$ cat src/rtl/tx_shifter.sv
// UART TX datapath: pops one FIFO byte per frame, drives the serial line and computes parity.
// Define TX_SHIFTER_TMR_EN to triplicate the state registers behind bitwise majority voters.
module tx_shifter #(
    parameter int unsigned DATA_BITS = 8,
    parameter int unsigned LSB_FIRST = 1
) (
    input  logic                 clk,
    input  logic                 rst,
    input  logic [4:0]           State_i,
    input  logic [3:0]           BitCounter_i,
    input  logic                 p_BaudSig_i,
    input  logic [DATA_BITS-1:0] FifoData_i,
    input  logic                 ParityOdd_i,
    output logic                 p_FifoRd_o,
    output logic                 Tx_o,
    output logic                 ParityBit_o,
    output logic                 Busy_o,
    output logic                 p_ByteDone_o,
    output logic                 p_StateErr_o
);

    localparam logic [4:0] StInterval = 5'b00001;
    localparam logic [4:0] StStart    = 5'b00010;
    localparam logic [4:0] StData     = 5'b00100;
    localparam logic [4:0] StParity   = 5'b01000;
    localparam logic [4:0] StStop     = 5'b10000;

    // Voted (or single-copy) views of the protected registers
    logic [DATA_BITS-1:0] data_v;
    logic                 par_v;
    logic                 tx_v;
    logic [4:0]           prev_v;

    logic [DATA_BITS-1:0] data_d;
    logic                 par_d;
    logic                 tx_d;
    logic                 err_d;
    logic                 start_entry;
    logic [3:0]           bit_sel;
    logic [DATA_BITS-1:0] data_shift;

    logic fifo_rd_q;
    logic capture_q;
    logic done_q;
    logic err_q;

    assign start_entry = (State_i == StStart) && (prev_v != StStart);

    // FIFO data is valid the clk after the pop strobe, so capture one clk behind it
    assign data_d = capture_q ? FifoData_i : data_v;
    assign par_d  = capture_q ? ((^FifoData_i) ^ ParityOdd_i) : par_v;

    always_comb begin
        tx_d       = 1'b1;
        err_d      = 1'b0;
        bit_sel    = (LSB_FIRST != 0) ? BitCounter_i : (4'(DATA_BITS - 1) - BitCounter_i);
        data_shift = data_v >> bit_sel;
        case (State_i)
            StInterval: tx_d = 1'b1;
            StStart:    tx_d = 1'b0;
            StData: begin
                if ({28'd0, BitCounter_i} >= DATA_BITS) begin
                    err_d = 1'b1;
                end else begin
                    tx_d = data_shift[0];
                end
            end
            StParity:   tx_d = par_v;
            StStop:     tx_d = 1'b1;
            default:    err_d = 1'b1;
        endcase
    end

    always_ff @(posedge clk) begin
        if (rst) begin
            fifo_rd_q <= 1'b0;
            capture_q <= 1'b0;
            done_q    <= 1'b0;
            err_q     <= 1'b0;
        end else begin
            fifo_rd_q <= start_entry;
            capture_q <= fifo_rd_q;
            done_q    <= (State_i == StStop) && p_BaudSig_i;
            err_q     <= err_d;
        end
    end

`ifdef TX_SHIFTER_TMR_EN
    logic [DATA_BITS-1:0] data_a_q, data_b_q, data_c_q;
    logic                 par_a_q, par_b_q, par_c_q;
    logic                 tx_a_q, tx_b_q, tx_c_q;
    logic [4:0]           prev_a_q, prev_b_q, prev_c_q;

    // All copies rewritten every clk so a single upset is scrubbed on the next edge
    always_ff @(posedge clk) begin
        if (rst) begin
            data_a_q <= '0;
            data_b_q <= '0;
            data_c_q <= '0;
            par_a_q  <= 1'b0;
            par_b_q  <= 1'b0;
            par_c_q  <= 1'b0;
            tx_a_q   <= 1'b1;
            tx_b_q   <= 1'b1;
            tx_c_q   <= 1'b1;
            prev_a_q <= StInterval;
            prev_b_q <= StInterval;
            prev_c_q <= StInterval;
        end else begin
            data_a_q <= data_d;
            data_b_q <= data_d;
            data_c_q <= data_d;
            par_a_q  <= par_d;
            par_b_q  <= par_d;
            par_c_q  <= par_d;
            tx_a_q   <= tx_d;
            tx_b_q   <= tx_d;
            tx_c_q   <= tx_d;
            prev_a_q <= State_i;
            prev_b_q <= State_i;
            prev_c_q <= State_i;
        end
    end

    assign data_v = (data_a_q & data_b_q) | (data_a_q & data_c_q) | (data_b_q & data_c_q);
    assign par_v  = (par_a_q & par_b_q) | (par_a_q & par_c_q) | (par_b_q & par_c_q);
    assign tx_v   = (tx_a_q & tx_b_q) | (tx_a_q & tx_c_q) | (tx_b_q & tx_c_q);
    assign prev_v = (prev_a_q & prev_b_q) | (prev_a_q & prev_c_q) | (prev_b_q & prev_c_q);
`else
    logic [DATA_BITS-1:0] data_q;
    logic                 par_q;
    logic                 tx_q;
    logic [4:0]           prev_q;

    always_ff @(posedge clk) begin
        if (rst) begin
            data_q <= '0;
            par_q  <= 1'b0;
            tx_q   <= 1'b1;
            prev_q <= StInterval;
        end else begin
            data_q <= data_d;
            par_q  <= par_d;
            tx_q   <= tx_d;
            prev_q <= State_i;
        end
    end

    assign data_v = data_q;
    assign par_v  = par_q;
    assign tx_v   = tx_q;
    assign prev_v = prev_q;
`endif

    assign p_FifoRd_o   = fifo_rd_q;
    assign Tx_o         = tx_v;
    assign ParityBit_o  = par_v;
    assign Busy_o       = (State_i != StInterval);
    assign p_ByteDone_o = done_q;
    assign p_StateErr_o = err_q;

endmodule

$ cat config.mk
export PLATFORM = sky130hd
export DESIGN_NAME = tx_shifter
export DESIGN_NICKNAME = d
export VERILOG_FILES = /design/src/rtl/tx_shifter.sv
export SDC_FILE = /design/constraint.sdc
export NUM_CORES = 1
export LEC_CHECK = 0
export CORE_MARGIN = 3
export CORE_UTILIZATION = 47
export CTS_BUF_LIST = sky130_fd_sc_hd__clkbuf_16
export DETAILED_ROUTE_END_ITERATION = 10
export GPL_TIMING_DRIVEN = 0
export PLACE_DENSITY_LB_ADDON = 0.3
export SETUP_SLACK_MARGIN = 0.1
export SYNTH_ARGS = -nofsm -noshare
export SYNTH_HDL_FRONTEND = slang
export SYNTH_SLANG_ARGS = --single-unit
$ cat constraint.sdc
create_clock -name clk -period 2.4 [get_ports clk]
set_input_delay 0.48 -clock clk [delete_from_list [all_inputs] [get_ports clk]]
set_output_delay 0.48 -clock clk [all_outputs]
set_load 0.05 [all_outputs]
==> out/metrics.yaml <==
status:
  status: "completed"
critical_path:
  crit_required_ns: 1.92
  cp.arrival_ns: 1.63
  crit_fanout: 8
  start_kind: "input pin"
  path_class: "input pin to primary output"
  rrSetupSlack_ns: 0.77
  end_kind: "primary output"
finish:
  syn2layout_area_growth_pct: 40.4
  final_nets: 129
  fill_cells: 130
  n_antenna_cell: 0
  stdcell_count: 131
  drive_above_1_share_pct: 8.41
  final_area_mm2: 0.00119
logic_synthesis:
  synth_cell_type_count: 28
  ys_ff_latch: 19
  synth_top_cell_area_share_pct: 44.7
  syn-num-nets: 100
  ys_seq_area_share_pct: 44.7
  synth_flop_cell: "dfxtp_1"
  synth_edf_count: 0
  syn_area_per_cell_um2: 10.8
  synthCells: 79
  syn-cell-area_um2: 851
  synth.top_cells.by_count: "19 x dfxtp_1, 10 x nor2_1, 9 x mux2i_1"
  synth_most_common_cell: "dfxtp_1"
  yosysTopAreaCell: "dfxtp_1"
  synth_area_leaders: "dfxtp_1 45%, mux2i_1 11%, mux4_1 6.2%, nor2_1 4.4%, nor2b_1 3.7%"
  async_reset_ff_share_pct: 0
  yosys_warnings: 0
clock_tree:
  numClockSinks: 19
  h-tree-depth: 1
  clockBufferDepth: 2
  cts_buffers: 3
  ctsHoldBuffers: 0
  root_buffer: "clkbuf_16"
  cts_setup_buffers: 0
  clk_pin_slew_ns: 0.05
  cts_tree: "built"
  clkLatencyLatePin_ns: 0.25
flow_run:
  max_cap_viol_count: 0
timing:
  slew_headroom_pct: 57.4
  worst_pin_slew_ns: 0.639
  rsz0062_at_grt: "false"
  slew_violations: 0
  setup_ws_ns: 0.287
  finalCritPeriodShare_pct: 88.0
  timing.hold.ws_ns: 0.471
  skew_ns: 0.00163
  period_minus_slack_ns: 2.11
  setup_violations: 0
  clock.fmax_ghz: 0.473
  hold_viol_final: 0
global_routing:
  antenna_found_initial: 0
  grt_usage_pct: 17.9
  gr-total-overflow: 0
  grt_pass1_vias: 666
  grt_max_degree: 11
  grt_pass1_wl_um: 3160
floorplan:
  fp.dieW_um: 48.5
  rows: 14
  ios: 27
  fp.dieH_um: 48.5
  core-area_mm2: 0.00161
  start_util_pct: 52.8
  dieArea_mm2: 0.00236
place:
  pre_cts_ws_ns: -0.167
  port-buffer-count: 24
  dp_hpwl_um: 1360
  place_area_mm2: 0.00112
  dp.cells: 127
  routabilityCongestion: 0.742
routing:
  drt-initial-drc-count: 21
  vias: 665
  drt_first_pass_iters: 4
  antenna_left: 0
  routed_wl_um: 1800
  wire_per_inst_um: 13.7
  via_per_inst: 5.08
  drc_errors: 0
power_and_ir_drop:
  powerDensity_mw_per_mm2: 636
  p_total_uw: 760
  p_leak_nw: 0.451
  ir_worst_vdd_uv: 395
hold_path:
  holdCritPathClass: "register to register"
## flip-flops by register name, indices dropped and copies added, names as in the netlist
register / cells
p_StateErr_o: 1
Tx_o: 1
data_q: 8
p_ByteDone_o: 1
ParityBit_o: 1
prev_q: 5
capture_q: 1
p_FifoRd_o: 1
## stage by stage
step           utilization [%]  setup TNS, ns
2_1_floorplan                -              0
3_3_place_gp              69.6         -0.165
3_5_place_dp              69.6         -0.167
4_1_cts                   74.4              0
5_1_grt                   74.1              0
6_report                  74.1              0
## layout make-up
type | count | area (um2) | share of cell area (%)
Timing Repair Buffer | 24 | 235 | 19.7
Buffer | 4 | 26.3 | 2.20
Tap cell | 24 | 30.0 | 2.51
Clock buffer | 3 | 75.1 | 6.28
Clock inverter | 1 | 3.75 | 0.314
Sequential cell | 19 | 380 | 31.8
Inverter | 1 | 3.75 | 0.314
Multi-Input combinational cell | 55 | 440 | 36.9
## power by group
group,internal [mW],switching [mW]
combinational,0.0581,0.0440
clock,0.221,0.112
sequential,0.323,0.00178
## path summary, 6_finish.rpt
check | startpoint | endpoint | cells after the start
worst max-delay path | State_i[3] | Busy_o | 4
worst min-delay path | p_FifoRd_o | capture_q | 1
worst max register to register | data_q[3] | Tx_o | 4
worst min register to register | p_FifoRd_o | capture_q | 1
## layout by cell type, fill, tap and decap left out
cell	count
clkdlybuf4s50_1	23
nor4_1	2
xnor2_1	3
a21oi_1	1
nand2_1	2
o211ai_1	1
o211a_1	1
nand2b_1	1
or2_2	1
nor3_1	2
or4_1	1
dfxtp_1	19
and2b_2	1
clkbuf_2	1
mux2i_1	9
nor2_1	10
xnor3_1	1
o31a_1	1
clkdlybuf4s50_2	1
or4b_2	1
xor2_1	3
inv_1	2
nor2b_1	5
clkbuf_16	3
buf_4	1
clkbuf_1	2
mux4_1	2
o221ai_1	1
o21ai_0	1
a311oi_1	2
nand3b_1	3
## routing by layer
layer	part of all wire (%)	routed length [um]	GRT usage, %	vias to the layer above
met1	43	781	21.9	301
li1	-	-	-	339
met4	2.8	51	11.4	0
met5	0	0	0	-
met3	5.4	97	5.21	5
met2	48	871	27.5	20
## cells by family (layout without fill, tap and decap cells)
group / Yosys count / count (layout) / share of synthesized area [%]
AO/OA/AOI/OAI: 8 / 8 / 7.35
multiplexers: 11 / 11 / 16.8
XOR/XNOR: 7 / 7 / 8.82
AND/OR/NAND/NOR: 29 / 29 / 18.8
flip-flops: 19 / 19 / 44.7
buffers and inverters: 5 / 33 / 3.53
## what timing repair did
| item | in CTS | in global routing |
|---|---|---|
| endpoints found under the hold margin | 0 | 0 |
| endpoints found under the setup margin | 1 | 1 |
| gates resized for setup | 1 | 2 |
## worst max-delay path, cell delays in order
cell	delay [ns]
clkdlybuf4s50_2	0.54
nor4_1	0.29
nand2_1	0.08
clkbuf_2	0.24
(Power assumes the default switching activity.)
